$ cat src/rtl/reg_file_pkg.sv
// Shared register-file constants, types and the one-hot address decoder
// used by the write queue for both the storage select and the pending mask.
package reg_file_pkg;

  localparam int WORD_LENGTH = 32;
  localparam int ADDR_WIDTH  = 5;
  localparam int NUM_REGS    = 2 ** ADDR_WIDTH;

  typedef logic [ADDR_WIDTH-1:0]  reg_addr_t;
  typedef logic [WORD_LENGTH-1:0] word_t;
  typedef logic [NUM_REGS-1:0]    reg_mask_t;

  typedef struct packed {
    reg_addr_t addr;
    word_t     data;
  } wq_entry_t;

  function automatic reg_mask_t onehot_decode(input reg_addr_t addr);
    reg_mask_t mask;
    mask       = '0;
    mask[addr] = 1'b1;
    return mask;
  endfunction

endpackage

$ cat src/rtl/reg_write_queue_if.sv
// Valid/ready write-request channel into the register write queue.
interface reg_write_queue_if;
  import reg_file_pkg::*;

  logic      wr_valid_i;
  logic      wr_ready_o;
  reg_addr_t wr_addr_i;
  word_t     wr_data_i;

  modport master (
    output wr_valid_i,
    output wr_addr_i,
    output wr_data_i,
    input  wr_ready_o
  );

  modport slave (
    input  wr_valid_i,
    input  wr_addr_i,
    input  wr_data_i,
    output wr_ready_o
  );

endinterface

$ cat src/rtl/wq_fifo.sv
// Synchronous DEPTH-entry FIFO of register write requests; exposes every
// slot's address and occupancy so the top level can build the pending mask.
module wq_fifo
  import reg_file_pkg::*;
#(
  parameter int DEPTH = 4
) (
  input  logic                   clk,
  input  logic                   reset,
  input  logic                   push_i,
  input  wq_entry_t              push_entry_i,
  input  logic                   pop_i,
  input  logic                   flush_i,
  output wq_entry_t              head_o,
  output logic [$clog2(DEPTH):0] count_o,
  output logic                   full_o,
  output logic                   empty_o,
  output logic                   entry_valid_o [DEPTH],
  output reg_addr_t              entry_addr_o  [DEPTH]
);

  localparam int PTR_W = $clog2(DEPTH);
  localparam int CNT_W = PTR_W + 1;
  localparam logic [CNT_W-1:0] FULL_COUNT = CNT_W'(DEPTH);

  wq_entry_t        mem_q [DEPTH];
  logic [PTR_W-1:0] head_q, head_d;
  logic [PTR_W-1:0] tail_q, tail_d;
  logic [CNT_W-1:0] count_q, count_d;

  // Pointers wrap naturally because DEPTH is a power of two.
  always_comb begin
    head_d  = head_q;
    tail_d  = tail_q;
    count_d = count_q;
    if (flush_i) begin
      head_d  = '0;
      tail_d  = '0;
      count_d = '0;
    end else begin
      if (push_i) tail_d = tail_q + 1'b1;
      if (pop_i)  head_d = head_q + 1'b1;
      case ({push_i, pop_i})
        2'b10:   count_d = count_q + 1'b1;
        2'b01:   count_d = count_q - 1'b1;
        default: count_d = count_q;
      endcase
    end
  end

  always_ff @(posedge clk) begin
    if (!reset) begin
      head_q  <= '0;
      tail_q  <= '0;
      count_q <= '0;
    end else begin
      head_q  <= head_d;
      tail_q  <= tail_d;
      count_q <= count_d;
    end
  end

  always_ff @(posedge clk) begin
    if (push_i && !flush_i) mem_q[tail_q] <= push_entry_i;
  end

  assign head_o  = mem_q[head_q];
  assign count_o = count_q;
  assign full_o  = (count_q == FULL_COUNT);
  assign empty_o = (count_q == '0);

  // A slot is live when its distance from the head is below the count.
  for (genvar i = 0; i < DEPTH; i++) begin : g_slot
    logic [PTR_W-1:0] offset;
    assign offset           = PTR_W'(i) - head_q;
    assign entry_valid_o[i] = ({1'b0, offset} < count_q);
    assign entry_addr_o[i]  = mem_q[i].addr;
  end

endmodule

$ cat src/rtl/reg_write_queue.sv
// Register-file write queue and port driver: buffers write requests, drains
// one per cycle as a registered strobe/one-hot select/data, and flags pending writes.
module reg_write_queue
  import reg_file_pkg::*;
#(
  parameter int DEPTH = 4
) (
  input  logic                   clk,
  input  logic                   reset,
  reg_write_queue_if.slave       wr_if,
  input  logic                   stall_i,
  input  logic                   flush_i,
  output logic                   Reg_Write_o,
  output reg_mask_t              CP_o,
  output word_t                  data_o,
  output reg_mask_t              pending_o,
  output logic [$clog2(DEPTH):0] count_o
);

  wq_entry_t pushEntry;
  wq_entry_t headEntry;
  logic      fifoFull;
  logic      fifoEmpty;
  logic      doPush;
  logic      doPop;
  logic      entryValid [DEPTH];
  reg_addr_t entryAddr  [DEPTH];

  logic      regWrite_q, regWrite_d;
  reg_mask_t cp_q, cp_d;
  word_t     data_q, data_d;

  // Ready depends only on the registered count, so a pop never frees a slot early.
  assign wr_if.wr_ready_o = !fifoFull;
  assign doPush           = wr_if.wr_valid_i && !fifoFull && !flush_i;
  assign doPop            = !fifoEmpty && !stall_i && !flush_i;
  assign pushEntry        = '{addr: wr_if.wr_addr_i, data: wr_if.wr_data_i};

  wq_fifo #(
    .DEPTH (DEPTH)
  ) u_fifo (
    .clk           (clk),
    .reset         (reset),
    .push_i        (doPush),
    .push_entry_i  (pushEntry),
    .pop_i         (doPop),
    .flush_i       (flush_i),
    .head_o        (headEntry),
    .count_o       (count_o),
    .full_o        (fifoFull),
    .empty_o       (fifoEmpty),
    .entry_valid_o (entryValid),
    .entry_addr_o  (entryAddr)
  );

  // Data word holds when nothing drains; strobe and select drop to zero.
  always_comb begin
    regWrite_d = doPop;
    cp_d       = doPop ? onehot_decode(headEntry.addr) : '0;
    data_d     = doPop ? headEntry.data : data_q;
  end

  always_ff @(posedge clk) begin
    if (!reset) begin
      regWrite_q <= 1'b0;
      cp_q       <= '0;
      data_q     <= '0;
    end else begin
      regWrite_q <= regWrite_d;
      cp_q       <= cp_d;
      data_q     <= data_d;
    end
  end

  assign Reg_Write_o = regWrite_q;
  assign CP_o        = cp_q;
  assign data_o      = data_q;

  // A register stays pending until the strobe targeting it has been captured.
  always_comb begin
    pending_o = regWrite_q ? cp_q : '0;
    for (int i = 0; i < DEPTH; i++) begin
      if (entryValid[i]) pending_o = pending_o | onehot_decode(entryAddr[i]);
    end
  end

endmodule

$ cat src/flat_wrapper.sv
// flat-port wrapper written by rule: the top's interface ports become plain ports
module reg_write_queue_flat import reg_file_pkg::*;
#(
  parameter int DEPTH = 4
)
  (clk, reset, stall_i, flush_i, Reg_Write_o, CP_o, data_o, pending_o, count_o, wr_if_wr_valid_i, wr_if_wr_addr_i, wr_if_wr_data_i, wr_if_wr_ready_o);
  reg_write_queue_if wr_if_i ();
  input  logic clk;
  input  logic reset;
  input  logic stall_i;
  input  logic flush_i;
  output logic Reg_Write_o;
  output reg_mask_t CP_o;
  output word_t data_o;
  output reg_mask_t pending_o;
  output logic [$clog2(DEPTH):0] count_o;
  input wire logic [$bits(wr_if_i.wr_valid_i)-1:0] wr_if_wr_valid_i;
  input wire logic [$bits(wr_if_i.wr_addr_i)-1:0] wr_if_wr_addr_i;
  input wire logic [$bits(wr_if_i.wr_data_i)-1:0] wr_if_wr_data_i;
  output wire logic [$bits(wr_if_i.wr_ready_o)-1:0] wr_if_wr_ready_o;
  assign wr_if_i.wr_valid_i = wr_if_wr_valid_i;
  assign wr_if_i.wr_addr_i = wr_if_wr_addr_i;
  assign wr_if_i.wr_data_i = wr_if_wr_data_i;
  assign wr_if_wr_ready_o = wr_if_i.wr_ready_o;
  reg_write_queue #(.DEPTH(DEPTH)) u_core (.clk(clk), .reset(reset), .wr_if(wr_if_i), .stall_i(stall_i), .flush_i(flush_i), .Reg_Write_o(Reg_Write_o), .CP_o(CP_o), .data_o(data_o), .pending_o(pending_o), .count_o(count_o));
endmodule
$ cat config.mk
export PLATFORM = sky130hd
export DESIGN_NAME = reg_write_queue_flat
export DESIGN_NICKNAME = d
export VERILOG_FILES = /design/src/rtl/reg_file_pkg.sv /design/src/rtl/reg_write_queue_if.sv /design/src/rtl/wq_fifo.sv /design/src/rtl/reg_write_queue.sv /design/src/flat_wrapper.sv
export SDC_FILE = /design/constraint.sdc
export NUM_CORES = 1
export LEC_CHECK = 0
export BUFFER_PORTS_ARGS = -buffer_cell sky130_fd_sc_hd__buf_4
export CAP_MARGIN = 25
export CORE_MARGIN = 5
export CORE_UTILIZATION = 57
export DETAILED_ROUTE_END_ITERATION = 8
export PLACE_DENSITY = 0.8
export SLEW_MARGIN = 20
export SYNTH_ARGS = -nofsm -noshare
export SYNTH_HDL_FRONTEND = slang
export SYNTH_SLANG_ARGS = --single-unit
$ cat constraint.sdc
create_clock -name clk -period 3.3 [get_ports clk]
set_input_delay 0.33 -clock clk [delete_from_list [all_inputs] [get_ports clk]]
set_output_delay 0.33 -clock clk [all_outputs]
set_load 0.005 [all_outputs]
; Word level (Yosys, flattened, before mapping)
; Memories as Yosys holds them, arrays and structs flattened. A register that Yosys moved wholly into a read port is not among the register bits.
; Cells that the tools add are included.
[totals]
wordCells = 75
regBits = 72
input_bits = 42
output_inout_bits = 101
ramBits = 148
n_memories = 1
[classes]
order_cmp = 14
mux = 20
bitwise_logic = 5
n_reduce_logical = 18
add_sub_neg = 8
eq_ne = 3
[memory_table]
columns = name, words, word_bits, rd, rd_ports_with_merged_regs, wr, line_no
row1 = u_core.u_fifo.mem_q, 4, 37, 5, 1, 1, wq_fifo.sv:26  ; wq_entry_t mem_q [DEPTH];
[op_table]
columns = cell, count
row1 = $mux W32, 5
row2 = $or A32 B32 Y32, 4
row3 = $lt A5 B6 Y1 const B, 5
row4 = $demux W1 S5, 5
row5 = $ge A5 B1 Y1 const B, 5
row6 = $lt A2 B3 Y1, 4
row7 = $logic_and A1 B1 Y1, 10
row8 = $mux W1, 7
row9 = $pmux W3 S2, 1
row10 = $add A2 B1 Y2 const B, 2
row11 = $logic_not A1 Y1, 4
row12 = $mux W2, 2
row13 = $sub A1 B2 Y2 const A, 2
row14 = $sub A2 B2 Y2 const A, 2
row15 = $add A3 B1 Y3 const B, 1
row16 = $eq A3 B3 Y1 const B, 1
row17 = $logic_not A3 Y1, 1
row18 = $sub A3 B1 Y3 const B, 1
row19 = $eq A2 B1 Y1 const B, 1
row20 = $eq A2 B2 Y1 const B, 1
row21 = $reduce_and A2 Y1, 1
row22 = $reduce_bool A2 Y1, 1
row23 = $reduce_or A2 Y1, 1
row24 = $not A1 Y1, 1

; Logic depth before layout (Yosys ltp)
[logic_depth]
depth_word = 12
depth_mapped = 12
depth_no_buf = 10

; Hierarchy
; Synthesis repeated with hierarchy kept, for this count alone.
[unflattened]
cells_unflattened = 713
area_unflattened_um2 = 9527.9
[modules_own_cells]
columns = mod, cells_per_inst, seq_area_each_um2, area_each_um2, n_inst
row1 = wq_fifo, 280, 4624.4, 6115.9, 1
row2 = reg_write_queue, 433, 1301.2, 3412.0, 1

; Worst setup path after synthesis
; OpenSTA, ideal clock, no wires.
[synth_path]
path_kind = reg2reg
startpoint = reg u_core.u_fifo.count_q[0], in the netlist u_core.u_fifo.count_o[0]
endpoint = reg u_core.u_fifo.count_q[2], in the netlist u_core.u_fifo.count_o[2]
setup_ns = 0.070
path_stages_with_launch = 13
t_required_ns = 3.230
arrival_ns = 2.447
path_buffers = 3
setup_slack_ns = 0.783
period_less_slack_ns = 2.517
cell_sequence = dfxtp_1 -> buf_6 -> nor3_2 -> or3_1 -> buf_2 -> inv_2 -> buf_2 -> ha_1 -> inv_1 -> fa_1 -> xor2_1 -> or3_1 -> a21oi_1
[synth_via]
elab_chain_cells = 6
elab_cells_between_ends = 14
classes_between = add/sub (2) / eq/ne (3) / mux (1) / reduce/logical (8)
[synth_lines]
columns = item, line_no
row1 = from (decl), wq_fifo.sv:29  ; logic [CNT_W-1:0] count_q, count_d;
row2 = from (signal assigned), wq_fifo.sv:59  ; count_q <= count_d;
row3 = $logic_not A3 Y1 (*), wq_fifo.sv:70  ; assign empty_o = (count_q == '0);
row4 = $logic_not A1 Y1 (*), reg_write_queue.sv:36  ; assign doPop = !fifoEmpty && !stall_i && !flush_i;
row5 = $logic_and A1 B1 Y1 (*) (2 in a row), reg_write_queue.sv:36
row6 = net u_core.doPop, reg_write_queue.sv:25  ; logic doPop;
row7 = $eq A2 B1 Y1 / $eq A2 B2 Y1 (equally long branches), wq_fifo.sv:43  ; case ({push_i, pop_i})
row8 = $pmux W3 S2 / $reduce_bool A2 Y1 (equally long branches), -
; Mark *: on every way through the listed nets, which the timed path passes. The rest lies on a longest branch.
; A chain may end at the register's enable or synchronous reset.

; Final worst setup path
[layout_path]
startpoint = reg u_core.u_fifo.head_q[0]
endpoint = out pending_o[9]
[layout_via]
elab_chain_cells = 9
elab_cells_between_ends = 15
classes_between = add/sub (4) / order compare (4) / mux (4) / bitwise (3)
[layout_lines]
columns = item, line_no
row1 = from (decl), wq_fifo.sv:27  ; logic [PTR_W-1:0] head_q, head_d;
row2 = from (signal assigned), wq_fifo.sv:53  ; head_q <= '0;
row3 = from (signal assigned), wq_fifo.sv:57  ; head_q <= head_d;
row4 = $sub A1 B2 Y2, wq_fifo.sv:75  ; assign offset = PTR_W'(i) - head_q;
row5 = $lt A2 B3 Y1, wq_fifo.sv:76  ; assign entry_valid_o[i] = ({1'b0, offset} < count_q);
row6 = $mux W32, reg_write_queue.sv:83  ; if (entryValid[i]) pending_o = pending_o | onehot_decode(entryAddr[i]);
row7 = $or A32 B32 Y32, reg_write_queue.sv:83
row8 = $mux W32, reg_write_queue.sv:83
row9 = $or A32 B32 Y32, reg_write_queue.sv:83
row10 = $mux W32, reg_write_queue.sv:83
row11 = $or A32 B32 Y32, reg_write_queue.sv:83
row12 = $mux W32 (*), reg_write_queue.sv:83
row13 = to (decl), flat_wrapper.sv:15  ; output reg_mask_t pending_o;
; Every way passes the cells marked *; elsewhere a longest branch is shown, timed or not.

==> impl_metrics.yaml <==
drt:
  postRouteWirelength_um: 25200
  firstDrtPassIters: 6
  route.detailed.drc: 0
  via_count: 6647
  antenna_left: 0
  wl_per_cell_um: 23.3
  routed_via_density: 6.14
  drt_iter0_markers: 724
cells_and_area:
  final_util_pct: 72.5
  drive_gt1_share_pct: 31.5
  areaGrowthSynthToFinish_pct: 24.5
  nets: 903
  diodes: 0
  layout_commonest_cell: "buf_4"
  layout_common_cells: "buf_4, edfxtp_1, nand2_1"
  final_area_um2: 11500
power_and_ir_drop:
  sw_frac_of_total_pct: 20.4
  p_leak_nw: 4.12
  p_switching_mw: 1.17
  p_comb_share_pct: 3.7
  p_seq_share_pct: 52.5
  p_clk_share_pct: 43.9
  p_int_mw: 4.59
  power_density_nw_per_um2: 501
  max-vdd-ir-drop_mv: 0.487
  power_mw: 5.77
cts:
  cts_tree: "built"
  cts_buffers: 23
  cts-htree-levels: 1
  post_cts_buffers: 0
  cts-root-buf: "clkbuf_16"
  clk_pin_slew_ns: 0.06
  clkSinkCount: 222
  clock_latency_ns: 0.52
  cts.path.max_buffers: 3
floorplanning:
  die_area_um2: 18900
  die_y_um: 137
  core_area_um2: 15900
  rows: 46
  chipWidth_um: 137
  start_util_pct: 58.2
  ioPinCount: 143
placed_design:
  place_area_um2: 10600
  io_buffers: 142
  gp_congestion: 0.978
  dpl.hpwl_um: 17100
sta:
  finalCriticalPeriod_ns: 3.18
  fin_crit_sh_pct: 96.4
  setup_viol: 0
  fin_skew_ns: 0.0103
  fmax_ghz: 0.314
  tightest_slew_ns: 0.722
  rsz0062_at_grt: "yes"
  finalHoldViolCount: 0
  slew_headroom_pct: 51.8
  maxSlewViolCount: 0
critical_path:
  critical_path_class: "reg2out"
  max_stage_delay_ns: 0.50
  required_ns: 2.97
  cp-end-kind: "output pin"
  critPathMaxFanout: 8
  cp-start-kind: "register"
  cpLargestDelayFamily: "compound AO/OA/AOI/OAI gates"
  crit_path_start: "u_core.u_fifo.head_q[0]"
  cp.depth: 9
  r2r_slack_ns: 0.55
  crit_end: "pending_o[9]"
  critical_path_arrival_ns: 2.85
  r2r_end: "u_core.u_fifo.count_o[2]"
  r2r_start: "u_core.u_fifo.count_o[2]"
  cpMaxStageDelayCell: "dfxtp_1"
  r2r_cells: 10
  cpMostUsedCell: "buf_4"
  crit_buf_inv: 3
  cp_cell_sequence: "xnor2_1, inv_1, ha_1, nor2b_2, a2111oi_1, buf_4, a22oi_1, nand3_1, buf_4"
synthesis:
  synth_xor_area_share_pct: 0.568
  yosysWarnings: 0
  syn-num-nets: 737
  synth_top_area_cell: "edfxtp_1"
  synth_top_family_by_area: "simple AND/OR/NAND/NOR gates"
  synthTopCellsByArea: "edfxtp_1, dfxtp_1, mux4_2"
  syn_avg_cell_area_um2: 13.5
  ys_seq_area_share_pct: 64.1
  ys.flop_type: "edfxtp_1"
  async_reset_ff_share_pct: 0
  synth_edf_count: 148
  synthCells: 685
  synth_compound_area_share_pct: 9.92
  yosysUniqueCellTypes: 52
  synthMuxAreaShare_pct: 9.01
  ys_seq_elements: 222
  synthSimpleGateAreaFrac_pct: 12.5
  synth_fa_ha_area_share_pct: 1.43
  syn_area_um2: 9250
  netlist.area_leader.share_pct: 48.1
global_routing:
  antenna_found_initial: 0
  grt_max_degree: 38
  first_global_vias: 6727
  grt_pass1_wl_um: 38500
  grt_use_total_pct: 26.9
  overflow: 0
flow_run:
  drv_cap: 0
status:
  outcome: "complete, no violations"
worst_hold_path:
  hp-class: "in2reg"
final cells by class:
class	instances	area (µm²)
Clock buffer	31	661
Clock inverter	10	91.3
Fill cell	1050	4370
Inverter	13	48.8
Multi-Input combinational cell	412	3120
Sequential cell	222	5930
Tap cell	216	270
Timing Repair Buffer	179	1390
worst register-to-register path, delay by kind of cell (launching register included):
kind                       cells  cell delay (ns)
AOI/OAI and AO/OA              1             0.13
xor gates and xnor gates       1             0.16
adders and majority gates      2             0.53
buffers and inverters          2             0.12
DFF                            1             0.67
and+or+nand+nor                4             1.06
per-layer routing:
layer	routed length, µm	track usage, %	up-vias
met5	0	0	-
met4	807	8.54	0
met3	2120	5.59	56
met2	12300	44.7	346
met1	9970	35.8	3276
li1	-	-	2969
repair_timing:
action | in CTS | in global routing
gates resized for setup | 0 | 9
endpoints found under the setup margin | 0 | 31
hold endpoints to repair | 1 | 16
hold buffers | 1 | 6
cell families (layout without fill, tap and decap cells):
kind of cell / count (synthesis) / after routing
adder cells (fa/ha/maj): 10 / 10
AND/OR/NAND/NOR: 237 / 237
AO/OA/AOI/OAI: 122 / 122
multiplexers: 37 / 37
flip-flops: 222 / 222
buffers and inverters: 51 / 233
XOR/XNOR: 6 / 6
sequential cells by signal (all words and copies together), names as in the netlist, named ones only:
register               cells
u_core.u_fifo.head_q       2
u_core.CP_o               32
u_core.Reg_Write_o         1
u_core.u_fifo.count_o      3
u_core.u_fifo.tail_q       2
u_core.u_fifo.mem_q      148
u_core.data_o             32
stage by stage:
stage               hold slack (ns)  cells  setup TNS (ns)  setup slack (ns)
finish                       0.0134   1083               0             0.118
global route                0.00130   1083          -0.133           -0.0379
CTS                      0.00000414   1076               0            0.0244
detailed placement            0.448   1034               0             0.579
global placement              0.444   1034               0             0.613
floorplan                     0.429    685               0             0.783
worst min path at each step:
stage	start	to	slack [ns]	cells after the start
after CTS	wr_if_wr_data_i[8]	u_core.u_fifo.mem_q[0][8]	0.000004	1
after global routing	wr_if_wr_data_i[3]	u_core.u_fifo.mem_q[0][3]	0.001	1
after floorplan	wr_if_wr_data_i[0]	u_core.u_fifo.mem_q[0][0]	0.43	0
after detailed placement	u_core.data_o[15]	u_core.data_o[15]	0.45	2
final	wr_if_wr_data_i[23]	u_core.u_fifo.mem_q[2][23]	0.01	1
after global placement	u_core.data_o[26]	u_core.data_o[26]	0.44	2
synth_stat cells (4+ instances only):
cell type	n
edfxtp_1	148
nand2_1	101
dfxtp_1	74
nor2_1	42
a22oi_1	38
mux4_2	37
a21oi_1	36
nand3_1	25
clkbuf_1	21
a222oi_1	16
nor2b_1	14
inv_1	11
a2111oi_1	9
ha_1	9
nand2b_1	9
nor2_2	8
a32oi_1	7
buf_2	7
nor3b_1	6
and2_1	5
buf_1	5
a2111oi_0	4
buf_6	4
xnor2_1	4
power by group through the flow:
stage / clock, mW / sequential (mW) / combinational [mW]
after CTS: 2.56 / 3.02 / 0.201
after global placement: 0 / 3.08 / 0.192
after floorplan: 0 / 3.08 / 0.0984
after global routing: 2.71 / 3.03 / 0.228
after detailed placement: 0 / 3.08 / 0.198
final: 2.53 / 3.02 / 0.211
Note: power is estimated with default switching activity, not from simulation.
